`src/rtl/commit_ctrl_pkg.sv`:
```
// Shared retirement types: commit FSM states, store size encoding and the
// bundled architectural-side write packet.
package sys_defs;

  typedef enum logic [1:0] {
    RUN     = 2'd0,
    ST_WAIT = 2'd1,
    FLUSH   = 2'd2,
    HALTED  = 2'd3
  } commit_state_t;

  typedef enum logic [1:0] {
    MEM_BYTE   = 2'd0,
    MEM_HALF   = 2'd1,
    MEM_WORD   = 2'd2,
    MEM_DOUBLE = 2'd3
  } mem_size_t;

  localparam int ZERO_REG     = 0;
  localparam int PKT_XLEN     = 32;
  localparam int PKT_REG_IDX_W = 5;

  // Grouped reg/mem outputs so a later integration can pass one bundle around.
  typedef struct packed {
    logic                     reg_wr_en;
    logic [PKT_REG_IDX_W-1:0] reg_wr_idx;
    logic [PKT_XLEN-1:0]      reg_wr_data;
    logic                     mem_req;
    logic [PKT_XLEN-1:0]      mem_addr;
    logic [PKT_XLEN-1:0]      mem_data;
    mem_size_t                mem_size;
  } COMMIT_CTRL_PACKET;

endpackage

```
`src/rtl/commit_ctrl_if.sv`:
```
// ROB-head / architectural-side bundle of the commit controller. The master
// is the surrounding core (ROB head, memory), the slave is commit_ctrl.
interface commit_ctrl_if #(
  parameter int XLEN      = 32,
  parameter int REG_IDX_W = 5,
  parameter int CNT_W     = 64
);
  logic                 head_valid;
  logic                 head_ready;
  logic                 head_is_store;
  logic                 head_mispredict;
  logic                 head_halt;
  logic [REG_IDX_W-1:0] head_dest_reg;
  logic [XLEN-1:0]      head_value;
  logic [XLEN-1:0]      head_addr;
  logic [1:0]           head_mem_size;
  logic [XLEN-1:0]      head_target_pc;
  logic                 rob_pop;
  logic                 reg_wr_en;
  logic [REG_IDX_W-1:0] reg_wr_idx;
  logic [XLEN-1:0]      reg_wr_data;
  logic                 mem_req;
  logic [XLEN-1:0]      mem_addr;
  logic [XLEN-1:0]      mem_data;
  logic [1:0]           mem_size;
  logic                 mem_ack;
  logic                 flush;
  logic [XLEN-1:0]      flush_pc;
  logic                 halted;
  logic [CNT_W-1:0]     retired_count;

  modport master (
    output head_valid, head_ready, head_is_store, head_mispredict, head_halt,
           head_dest_reg, head_value, head_addr, head_mem_size, head_target_pc,
           mem_ack,
    input  rob_pop, reg_wr_en, reg_wr_idx, reg_wr_data, mem_req, mem_addr,
           mem_data, mem_size, flush, flush_pc, halted, retired_count
  );

  modport slave (
    input  head_valid, head_ready, head_is_store, head_mispredict, head_halt,
           head_dest_reg, head_value, head_addr, head_mem_size, head_target_pc,
           mem_ack,
    output rob_pop, reg_wr_en, reg_wr_idx, reg_wr_data, mem_req, mem_addr,
           mem_data, mem_size, flush, flush_pc, halted, retired_count
  );
endinterface

```
`src/rtl/commit_ctrl.sv`:
```
// Retirement sequencer: pops the ROB head, writes the register file, walks
// stores through the memory handshake, flushes on mispredict, stops on halt.
module commit_ctrl
  import sys_defs::*;
#(
  parameter int XLEN      = 32,
  parameter int REG_IDX_W = 5,
  parameter int CNT_W     = 64
) (
  input  logic          clock,
  input  logic          reset,
  commit_ctrl_if.slave  bus
);

  commit_state_t        r_state;
  logic                 r_regWrEn;
  logic [REG_IDX_W-1:0] r_regWrIdx;
  logic [XLEN-1:0]      r_regWrData;
  logic                 r_memReq;
  logic [XLEN-1:0]      r_memAddr;
  logic [XLEN-1:0]      r_memData;
  logic [1:0]           r_memSize;
  logic                 r_flush;
  logic [XLEN-1:0]      r_flushPc;
  logic                 r_halted;
  logic [CNT_W-1:0]     r_retiredCount;

  logic w_retire;
  logic w_pop;

  // A store at the head does not pop until the memory has acknowledged it.
  assign w_retire = (r_state == RUN) && bus.head_valid && bus.head_ready;
  assign w_pop    = reset &&
                    ((w_retire && (bus.head_halt || !bus.head_is_store)) ||
                     ((r_state == ST_WAIT) && bus.mem_ack));

  always_ff @(posedge clock) begin
    if (!reset) begin
      r_state        <= RUN;
      r_regWrEn      <= 1'b0;
      r_regWrIdx     <= '0;
      r_regWrData    <= '0;
      r_memReq       <= 1'b0;
      r_memAddr      <= '0;
      r_memData      <= '0;
      r_memSize      <= '0;
      r_flush        <= 1'b0;
      r_flushPc      <= '0;
      r_halted       <= 1'b0;
      r_retiredCount <= '0;
    end else begin
      r_regWrEn <= 1'b0;
      r_flush   <= 1'b0;
      if (w_pop) begin
        r_retiredCount <= r_retiredCount + CNT_W'(1);
      end
      case (r_state)
        RUN: begin
          if (w_retire) begin
            if (bus.head_halt) begin
              r_halted <= 1'b1;
              r_state  <= HALTED;
            end else if (bus.head_is_store) begin
              r_memReq  <= 1'b1;
              r_memAddr <= bus.head_addr;
              r_memData <= bus.head_value;
              r_memSize <= bus.head_mem_size;
              r_state   <= ST_WAIT;
            end else begin
              if (bus.head_dest_reg != REG_IDX_W'(ZERO_REG)) begin
                r_regWrEn   <= 1'b1;
                r_regWrIdx  <= bus.head_dest_reg;
                r_regWrData <= bus.head_value;
              end
              if (bus.head_mispredict) begin
                r_flush   <= 1'b1;
                r_flushPc <= bus.head_target_pc;
                r_state   <= FLUSH;
              end
            end
          end
        end
        ST_WAIT: begin
          if (bus.mem_ack) begin
            r_memReq <= 1'b0;
            r_state  <= RUN;
          end
        end
        FLUSH:   r_state <= RUN;
        HALTED:  r_state <= HALTED;
        default: r_state <= RUN;
      endcase
    end
  end

  assign bus.rob_pop       = w_pop;
  assign bus.reg_wr_en     = r_regWrEn;
  assign bus.reg_wr_idx    = r_regWrIdx;
  assign bus.reg_wr_data   = r_regWrData;
  assign bus.mem_req       = r_memReq;
  assign bus.mem_addr      = r_memAddr;
  assign bus.mem_data      = r_memData;
  assign bus.mem_size      = r_memSize;
  assign bus.flush         = r_flush;
  assign bus.flush_pc      = r_flushPc;
  assign bus.halted        = r_halted;
  assign bus.retired_count = r_retiredCount;

endmodule

```
`src/flat_wrapper.sv`:
```
// flat-port wrapper written by rule: the top's interface ports become plain ports
module commit_ctrl_flat import sys_defs::*;
#(
  parameter int XLEN      = 32,
  parameter int REG_IDX_W = 5,
  parameter int CNT_W     = 64
)
  (clock, reset, bus_head_valid, bus_head_ready, bus_head_is_store, bus_head_mispredict, bus_head_halt, bus_head_dest_reg, bus_head_value, bus_head_addr, bus_head_mem_size, bus_head_target_pc, bus_mem_ack, bus_rob_pop, bus_reg_wr_en, bus_reg_wr_idx, bus_reg_wr_data, bus_mem_req, bus_mem_addr, bus_mem_data, bus_mem_size, bus_flush, bus_flush_pc, bus_halted, bus_retired_count);
  commit_ctrl_if #(.XLEN(XLEN), .REG_IDX_W(REG_IDX_W), .CNT_W(CNT_W)) bus_i ();
  input  logic clock;
  input  logic reset;
  input wire logic [$bits(bus_i.head_valid)-1:0] bus_head_valid;
  input wire logic [$bits(bus_i.head_ready)-1:0] bus_head_ready;
  input wire logic [$bits(bus_i.head_is_store)-1:0] bus_head_is_store;
  input wire logic [$bits(bus_i.head_mispredict)-1:0] bus_head_mispredict;
  input wire logic [$bits(bus_i.head_halt)-1:0] bus_head_halt;
  input wire logic [$bits(bus_i.head_dest_reg)-1:0] bus_head_dest_reg;
  input wire logic [$bits(bus_i.head_value)-1:0] bus_head_value;
  input wire logic [$bits(bus_i.head_addr)-1:0] bus_head_addr;
  input wire logic [$bits(bus_i.head_mem_size)-1:0] bus_head_mem_size;
  input wire logic [$bits(bus_i.head_target_pc)-1:0] bus_head_target_pc;
  input wire logic [$bits(bus_i.mem_ack)-1:0] bus_mem_ack;
  output wire logic [$bits(bus_i.rob_pop)-1:0] bus_rob_pop;
  output wire logic [$bits(bus_i.reg_wr_en)-1:0] bus_reg_wr_en;
  output wire logic [$bits(bus_i.reg_wr_idx)-1:0] bus_reg_wr_idx;
  output wire logic [$bits(bus_i.reg_wr_data)-1:0] bus_reg_wr_data;
  output wire logic [$bits(bus_i.mem_req)-1:0] bus_mem_req;
  output wire logic [$bits(bus_i.mem_addr)-1:0] bus_mem_addr;
  output wire logic [$bits(bus_i.mem_data)-1:0] bus_mem_data;
  output wire logic [$bits(bus_i.mem_size)-1:0] bus_mem_size;
  output wire logic [$bits(bus_i.flush)-1:0] bus_flush;
  output wire logic [$bits(bus_i.flush_pc)-1:0] bus_flush_pc;
  output wire logic [$bits(bus_i.halted)-1:0] bus_halted;
  output wire logic [$bits(bus_i.retired_count)-1:0] bus_retired_count;
  assign bus_i.head_valid = bus_head_valid;
  assign bus_i.head_ready = bus_head_ready;
  assign bus_i.head_is_store = bus_head_is_store;
  assign bus_i.head_mispredict = bus_head_mispredict;
  assign bus_i.head_halt = bus_head_halt;
  assign bus_i.head_dest_reg = bus_head_dest_reg;
  assign bus_i.head_value = bus_head_value;
  assign bus_i.head_addr = bus_head_addr;
  assign bus_i.head_mem_size = bus_head_mem_size;
  assign bus_i.head_target_pc = bus_head_target_pc;
  assign bus_i.mem_ack = bus_mem_ack;
  assign bus_rob_pop = bus_i.rob_pop;
  assign bus_reg_wr_en = bus_i.reg_wr_en;
  assign bus_reg_wr_idx = bus_i.reg_wr_idx;
  assign bus_reg_wr_data = bus_i.reg_wr_data;
  assign bus_mem_req = bus_i.mem_req;
  assign bus_mem_addr = bus_i.mem_addr;
  assign bus_mem_data = bus_i.mem_data;
  assign bus_mem_size = bus_i.mem_size;
  assign bus_flush = bus_i.flush;
  assign bus_flush_pc = bus_i.flush_pc;
  assign bus_halted = bus_i.halted;
  assign bus_retired_count = bus_i.retired_count;
  commit_ctrl #(.XLEN(XLEN), .REG_IDX_W(REG_IDX_W), .CNT_W(CNT_W)) u_core (.clock(clock), .reset(reset), .bus(bus_i));
endmodule
```
`config.mk`:
```
export PLATFORM = sky130hd
export DESIGN_NAME = commit_ctrl_flat
export DESIGN_NICKNAME = d
export VERILOG_FILES = /design/src/rtl/commit_ctrl_pkg.sv /design/src/rtl/commit_ctrl_if.sv /design/src/rtl/commit_ctrl.sv /design/src/flat_wrapper.sv
export SDC_FILE = /design/constraint.sdc
export NUM_CORES = 1
export LEC_CHECK = 0
export CAP_MARGIN = 40
export CORE_ASPECT_RATIO = 0.8
export CORE_UTILIZATION = 44
export CTS_CLUSTER_SIZE = 30
export DETAILED_ROUTE_END_ITERATION = 16
export PLACE_DENSITY = 0.83
export SYNTH_ARGS = -nofsm -noshare
export SYNTH_HDL_FRONTEND = slang
export SYNTH_SLANG_ARGS = --single-unit
```
`constraint.sdc`:
```
create_clock -name clock -period 2.6 [get_ports clock]
set_clock_uncertainty 0.05 [all_clocks]
set_input_delay 0.52 -clock clock [delete_from_list [all_inputs] [get_ports clock]]
set_output_delay 0.52 -clock clock [all_outputs]
set_load 0.01 [all_outputs]
```
* Word level (Yosys, flattened, before mapping)
Cells that the tools add are included.
Cells by class: add/subtract/negate cells 1, eq/ne operators 8, divide/modulo/power cells 0, bitwise logic cells 5, shift operators 0, multiplexer cells 13, magnitude comparators 0, reduce and logical (&&, ||, !) cells 18, multipliers 0
Operators with widths (number):
- adder 64 x 1 -> 64 bit, second input constant | 1
- AND reduction 5 bit | 3
- 2-to-1 mux 2 bit | 5
- case mux 2 bit (4 select lines) | 1
- 2-to-1 mux 1 bit | 6
- != test 2 bit, second input constant | 3
- AND reduction 3 bit | 2
- logical AND 1 bit | 5
- inverter 1 bit | 5
- nonzero test 5 bit | 1
- OR reduction 5 bit | 1
- == test 2 bit, second input constant | 2
- != test 4 bit, second input constant | 1
- AND reduction 4 bit | 1
- == test 2 x 1 -> 1 bit, second input constant | 1
- zero test 2 bit | 1
- logical OR 1 bit | 2
- != test 2 x 1 -> 1 bit, second input constant | 1
- case mux 1 bit (2 select lines) | 1
- nonzero test 2 bit | 1
- zero test 1 bit | 1
Word-level totals: flip-flop bits (word level) 205, input bits 111, logic and storage cells 57, memory bits (read-only) 0, memories kept 0, latch bits 0, output and inout bits 204, memory bits (writable) 0

* Longest topological paths before layout
Gate-level depths: netlist (run 1).
depth after elaboration 6, mapped depth 8, depth with buffers taken out 6

* Least setup slack after synthesis (run 1)
OpenSTA, ideal clock, no wires.
kind input-to-reg, start point input port bus_head_ready, end point register u_core.r_retiredCount[60] (netlist: u_core.bus.retired_count[60]), data required time 2.480 ns, stages on the path 7, setup time 0.070 ns, data arrival time 1.903 ns, path slack 0.576 ns, buffers on the path 1, cells stage by stage and4bb_2 > a31oi_2 > clkinv_2 > nand3_4 > buf_6 > or4_1 > a21oi_1
Between the ends: word-level cells in the longest chain between the ends 4
Ends and longest elaborated chain:
- from (decl) | RTL line flat_wrapper.sv:13 | input wire logic [$bits(bus_i.head_ready)-1:0] bus_head_ready;
- logical AND 1 bit | RTL line commit_ctrl.sv:32 | assign w_retire = (r_state == RUN) && bus.head_valid && bus.head_ready;
- logical AND 1 bit | RTL line commit_ctrl.sv:34 | ((w_retire && (bus.head_halt || !bus.head_is_store)) ||
- logical OR 1 bit | RTL line commit_ctrl.sv:34
- logical AND 1 bit | RTL line commit_ctrl.sv:33 | assign w_pop = reset &&
- named net bus_rob_pop | RTL line flat_wrapper.sv:23 | output wire logic [$bits(bus_i.rob_pop)-1:0] bus_rob_pop;
- to (signal assigned) | RTL line commit_ctrl.sv:55 | r_retiredCount <= r_retiredCount + CNT_W'(1);
- to (decl) | RTL line commit_ctrl.sv:26 | logic [CNT_W-1:0] r_retiredCount;
The timed path passes the listed nets, and every way through them passes these cells. A chain may end at the register's enable or synchronous reset.

* Worst setup path after layout (run 1)
start point input port bus_head_valid, end point output port bus_rob_pop
Between the ends: word-level cells in the longest chain between the ends 5
Ends and longest elaborated chain:
- from (decl) | RTL line flat_wrapper.sv:12 | input wire logic [$bits(bus_i.head_valid)-1:0] bus_head_valid;
- logical AND 1 bit (2 in a row) | RTL line commit_ctrl.sv:32
- logical AND 1 bit | RTL line commit_ctrl.sv:34
- logical OR 1 bit | RTL line commit_ctrl.sv:34
- logical AND 1 bit | RTL line commit_ctrl.sv:33
- to (decl) | RTL line flat_wrapper.sv:23
Every way passes these cells.

==> impl_metrics.toml, run 1 <==
[setup_path]
reg2reg_depth = 6
crit_type = "in2out"
slowest_delay_ns = 0.43
ff2ff_setup_slack_ns = 0.28
crit_fanout = 3
worst-path-buf-inv = 3
cp_slowest_cell = "clkdlybuf4s50_1"
reg2reg_from = "u_core.bus.retired_count[29]$_SDFFE_PN0P_"
worstPathArrival_ns = 1.94
path_cells = "clkdlybuf4s50_1, and4bb_2, a31oi_2, clkinv_2, dlygate4sd2_1"
critPathLaunch = "bus_head_valid"
cp-start-kind = "input port"
path_delay_family = "buffers and inverters"
reg2reg_to = "u_core.bus.retired_count[61]$_SDFFE_PN0P_"
crit_required_ns = 2.03
end_kind = "primary output"

[cts]
clkLatencyLatePin_ns = 0.49
htree_levels = 1
cts_made_buffers = 21
path_clk_slew_ns = 0.06
clock_sinks = 205
cts_tree = "done"
cts-resized-gates = 1
hold_buffers = 0
max-clock-path-buffers = 3
root_buffer = "clkbuf_16"
cts_post_setup_buffers_inserted = 0

[timing]
post-route-min-period_ns = 2.506
max_freq_mhz = 399.0
maxSlewHeadroom_pct = 59.52
slew_viol_final = 0
hold_viol = 0
rsz0062_at_grt = "no"
setup-tns-final_ns = 0
setup_violations = 0
worst_pin_slew_ns = 0.6072
finalCritPeriodShare_pct = 96.40

[worst_hold_path]
hold_class = "reg2reg"
min_to = "u_core.bus.mem_addr[5]$_SDFFE_PN0P_"
hp-start = "u_core.bus.mem_addr[5]$_SDFFE_PN0P_"
holdPathStages = 2

[synth]
synthArstFlopShare_pct = 0
synth_warnings = 0
syn_area_per_cell_sq_um = 8.033
syn_inst = 1006
synth_cell_type_count = 51
synth_top_area_share_pct = 50.78
synth.cell_area_sq_um = 8082
synth_edf_count = 0
syn_nets = 1118
synth_ff_type = "dfxtp_1"
yosysSeqAreaShare_pct = 50.78
synth.largest_area_cell = "dfxtp_1"
synth.ff_latch_count = 205
synth_area_leaders = "dfxtp_1 (51%), nand2_1 (14%), a21oi_1 (11%)"

[routing]
wl_per_cell_um = 16.62
vias = 8253
via_per_inst = 5.314
wirelength_um = 25820
dr.first_iter.drc_count = 453
drt_first_pass_iters = 5
drcViolationCount = 0
detail-route-antenna-nets = 0

[floorplan]
rows = 43
ioPinCount = 315
die_y_um = 123.2
die_area_sq_um = 18920
coreArea_sq_um = 17650
initial_core_util_pct = 45.80
die_x_um = 153.5

[place]
dp_hpwl_um = 18340
port_buffers = 314
finalWeightedCongestion = 0.8305
place_area_sq_um = 11660

[status]
status = "finished, final reports clean"

[pwr]
peakVddDrop_uv = 463.2
powerDensity_nw_per_um2 = 565.5
p_leak_nw = 4.107

[final_layout]
final_cell_area_sq_um = 12420
nets = 1426
drive_above_1_share_pct = 6.928
num_antenna_cells = 0
layout_common_cells = "clkdlybuf4s50_1 (313), nand2_1 (308), dfxtp_1 (205)"
area_delta_synth_final_pct = 53.72
final_common_cell = "clkdlybuf4s50_1"
fillers = 1364

[global_routing]
first_global_vias = 7873
grt_use_total_pct = 26.49
antenna_found_initial = 0
grt_pass1_wl_um = 40430
grt_overflow = 0
grt_start_max_net_pins = 68

[flow_run]
maxCapViolations = 0
## worst reg2reg max path: stages, from the launching register on
cell and delay (ns):
dfxtp_1 0.44, nand4_1 0.34, nor3_1 0.39, nand4_2 0.18
buf_12 0.19, or4_1 0.51, a21oi_1 0.15
## cells in the mapped netlist, drive strengths merged, types with 2 or more instances
cell type  number
nor3           10
nor2           34
or4            19
nand2         309
xnor2          10
nand2b          3
or3            20
nor2b           2
xor2            6
buf            17
inv            13
o31ai          19
and3            3
o21ai          24
and4            3
mux2i           4
dfxtp         205
nand4          22
o41ai           2
nor4            8
or2             3
clkbuf         43
a21oi         181
or4b            2
nand3          28
and2            2
## logic make-up (layout without fill, tap and decap cells)
| kind of cell | after synthesis | after routing | share of synthesized area, % |
|---|---|---|---|
| adders and majority gates | 1 | 1 | 0.1548 |
| and+or+nand+nor | 474 | 474 | 27.82 |
| AOI/OAI and AO/OA | 232 | 232 | 15.31 |
| xor gates and xnor gates | 16 | 16 | 1.734 |
| DFF | 205 | 205 | 50.78 |
| buffers and inverters | 74 | 396 | 3.700 |
| muxes | 4 | 4 | 0.4955 |
## through the flow
stage          std cells  total power (W)  hold slack [ns]  utilization [%]  setup WS [ns]
2_1_floorplan       1006         0.003436           0.4124                -         0.5763
3_3_place_gp        1516         0.003781           0.3903            66.09       -0.07122
3_5_place_dp        1516         0.003789           0.3957            66.09       -0.09707
4_1_cts             1553         0.007087           0.4037            70.40         0.1077
5_1_grt             1553         0.007251           0.4214            70.40        0.05637
6_report            1553         0.007026           0.4022            70.40        0.09369
## report_power, final
| group | total, W | internal, W | switching (W) | leakage, nW |
|---|---|---|---|---|
| Sequential | 0.00321 | 0.00318 | 0.0000257 | 1.66 |
| Clock | 0.00330 | 0.00206 | 0.00124 | 0.376 |
| Combinational | 0.000512 | 0.000290 | 0.000222 | 2.08 |
| Total | 0.00703 | 0.00554 | 0.00149 | 4.11 |
## flip-flops by register name, indices dropped and copies added, names as in the netlist
| name | cells |
|---|---|
| u_core.bus.mem_req | 1 |
| u_core.bus.mem_addr | 32 |
| u_core.bus.halted | 1 |
| u_core.bus.reg_wr_idx | 5 |
| u_core.bus.flush_pc | 32 |
| u_core.bus.reg_wr_data | 32 |
| u_core.bus.retired_count | 64 |
| u_core.bus.reg_wr_en | 1 |
| u_core.bus.mem_size | 2 |
| u_core.bus.flush | 1 |
| u_core.bus.mem_data | 32 |
| u_core.r_state | 2 |
## how the worst max path moves through the flow
stage | slack (ns) | depth (start not counted) | end
4_1_cts | 0.11 | 5 | bus_rob_pop
2_1_floorplan | 0.58 | 7 | u_core.bus.retired_count[60]$_SDFFE_PN0P_
3_5_place_dp | -0.1 | 5 | bus_rob_pop
6_report | 0.09 | 5 | bus_rob_pop
3_3_place_gp | -0.07 | 5 | bus_rob_pop
5_1_grt | 0.06 | 4 | bus_rob_pop
## layer usage
| layer | share of wire (%) | GRT usage, % | vias to the layer above |
|---|---|---|---|
| li1 | - | - | 4064 |
| met4 | 2.8 | 8.000 | 0 |
| met5 | 0 | 0 | - |
| met1 | 40 | 31.33 | 3797 |
| met3 | 8.1 | 7.220 | 49 |
| met2 | 49 | 47.13 | 343 |
## final cells by class
class	instances	area, sq um	share of cell area [%]
clock inverters	12	191.4	1.541
well taps	225	281.5	2.266
multi-input cells	727	3692	29.72
inverters	14	58.81	0.4734
repair buffers	345	3525	28.37
clock buffers	25	570.5	4.593
flip-flops and latches	205	4104	33.03
Note: power is estimated with default switching activity, not from simulation.
==> run 2, diff against run 1 <==
- REMOVE_ABC_BUFFERS: not set -> 1
- SLEW_MARGIN: not set -> 40
==> run 2 against run 1 <==
Wire length down 0.12%. Utilization fell by 0.49 points. Sequential cell count unchanged. Total power is 4.2% lower. Cell area down 0.70%. Critical path type unchanged.
==> impl_metrics.toml, run 2 (same netlist as run 1, synthesis figures left out) <==
[status]
status = "finished, final reports clean"

[worst_hold_path]
hp-start = "u_core.bus.mem_addr[18]$_SDFFE_PN0P_"
hold_class = "reg2reg"

[setup_path]
reg2reg_to = "u_core.bus.retired_count[60]$_SDFFE_PN0P_"
critPathLaunch = "reset"
reg2reg_from = "u_core.bus.retired_count[0]$_SDFFE_PN0P_"
path_cells = "clkdlybuf4s50_1, and4b_1, a31oi_2, clkinv_2, dlygate4sd2_1"
crit_fanout = 3
cp-start-kind = "input port"
cp-endpoint = "bus_rob_pop"
slowest_delay_ns = 0.50
end_kind = "primary output"
path_depth = 5
cp_slowest_cell = "clkdlybuf4s50_1"
crit_type = "in2out"
worst-path-buf-inv = 3
worstPathArrival_ns = 1.91
ff2ff_setup_slack_ns = 0.30
reg2reg_depth = 6
crit_required_ns = 2.03
path_delay_family = "buffers and inverters"

[global_routing]
grt_overflow = 0
grt_use_total_pct = 26.29
first_global_vias = 7758
grt_start_max_net_pins = 67
antenna_found_initial = 1
grt_pass1_wl_um = 39910

[timing]
finalCritPeriodShare_pct = 95.23
rsz0062_at_grt = "no"
hold_viol = 0
maxSlewHeadroom_pct = 59.65
setup_ws_ns = 0.1240
max_freq_mhz = 403.9
worst_pin_slew_ns = 0.6006
slew_viol_final = 0
post-route-min-period_ns = 2.476
setup_violations = 0

[pwr]
pwr-share-seq_pct = 47.7
power.internal_w = 0.005266
p_leak_nw = 4.073
switching_share_pct = 21.80
peakVddDrop_uv = 381.4
power_frac_comb_pct = 7.5
powerDensity_nw_per_um2 = 545.8
p_clk_share_pct = 44.8
power_w = 0.006733
p_sw_w = 0.001468

[place]
finalWeightedCongestion = 0.8232
pre_cts_slack_ns = -0.09032
dp_hpwl_um = 18400
port_buffers = 314

[cts]
htree_levels = 1
clock_sinks = 205
cts_tree = "done"
cts_made_buffers = 21
clkLatencyLatePin_ns = 0.49
path_clk_slew_ns = 0.06
max-clock-path-buffers = 3
cts_post_setup_buffers_inserted = 0
root_buffer = "clkbuf_16"

[routing]
wirelength_um = 25790
wl_per_cell_um = 16.59
via_per_inst = 5.362
drcViolationCount = 0
detail-route-antenna-nets = 0
drt_first_pass_iters = 5
dr.first_iter.drc_count = 523
vias = 8333

[final_layout]
layout_common_cells = "clkdlybuf4s50_1 (313), nand2_1 (308), dfxtp_1 (205)"
area_delta_synth_final_pct = 52.65
fillers = 1364
drive_above_1_share_pct = 6.772
final_common_cell = "clkdlybuf4s50_1"
num_antenna_cells = 0
largest_reg_flops = 64
nets = 1427

[flow_run]
maxCapViolations = 0

[floorplan]
coreArea_sq_um = 17650
die_y_um = 123.2
rows = 43
ioPinCount = 315
die_x_um = 153.5
initial_core_util_pct = 45.80
die_area_sq_um = 18920
==> run 2: cell count changes in the layout (fill, tap and decap cells not counted), moves of 2 or more <==
cell       previous run  this run
clkbuf_1              1         4
bufinv_16             5         2
buf_12               12        10
buf_4                19        22
==> run 2: stage by stage <==
stage	TNS [ns]	area, sq um	instances	utilization [%]	hold WS, ns
floorplan	-211.82	7836	946	-	0.4124
global placement	-0.1237	11650	1517	66.03	0.3904
detailed placement	-0.5859	11650	1517	66.03	0.3956
CTS	0	12340	1554	69.91	0.4039
global route	0	12340	1554	69.91	0.4174
finish	0	12340	1554	69.91	0.4023
==> run 2: worst min-delay path by stage <==
| stage | endpoint | slack (ns) | cells past startpoint |
|---|---|---|---|
| floorplan | u_core.r_state[1]$_SDFFE_PN0P_ | 0.41 | 2 |
| global placement | u_core.bus.mem_data[16]$_SDFFE_PN0P_ | 0.39 | 2 |
| detailed placement | u_core.bus.flush_pc[30]$_SDFFE_PN0P_ | 0.40 | 2 |
| CTS | u_core.bus.reg_wr_data[6]$_SDFFE_PN0P_ | 0.40 | 2 |
| global route | u_core.bus.mem_data[13]$_SDFFE_PN0P_ | 0.42 | 2 |
| finish | u_core.bus.mem_addr[18]$_SDFFE_PN0P_ | 0.40 | 2 |
==> run 2: metal layers <==
metal / share of wire (%) / routed length, um / up-vias / track usage [%]
met1: 39 / 10170 / 3929 / 30.81
met2: 49 / 12690 / 291 / 46.79
met4: 3.2 / 828 / 2 / 9.375
met3: 8.1 / 2092 / 50 / 6.765
met5: 0.043 / 11 / - / 0
li1: - / - / 4061 / -
==> run 2: power by group through the flow <==
| stage | clock [W] | combinational, W | sequential, W |
|---|---|---|---|
| after detailed placement | 0 | 0.000505 | 0.00328 |
| after global routing | 0.00318 | 0.000543 | 0.00321 |
| after global placement | 0 | 0.000500 | 0.00328 |
| after CTS | 0.00306 | 0.000508 | 0.00321 |
| after floorplan | 0 | 0.000124 | 0.00330 |
| final | 0.00302 | 0.000507 | 0.00321 |
==> run 2: worst reg2reg max path, delay by kind of cell (launching register included) <==
| family | cells | cell delay (ns) |
|---|---|---|
| compound gates | 1 | 0.16 |
| flops | 1 | 0.43 |
| fa+ha+maj | 1 | 0.26 |
| simple gates | 4 | 1.33 |
==> run 2: timing repair <==
action / CTS / global route
resized for setup: 1 / 0
endpoints found under the hold margin: 0 / 0
hold buffers: 0 / 0
endpoints found under the setup margin: 1 / 0
==> run 2: final cells by class <==
class	count	area, sq um	share of cell area (%)
inverters	14	58.81	0.4767
repair buffers	346	3507	28.43
multi-input cells	727	3700	29.99
flip-flops and latches	205	4104	33.27
well taps	225	281.5	2.282
clock inverters	8	90.09	0.7302
clock buffers	29	595.6	4.828
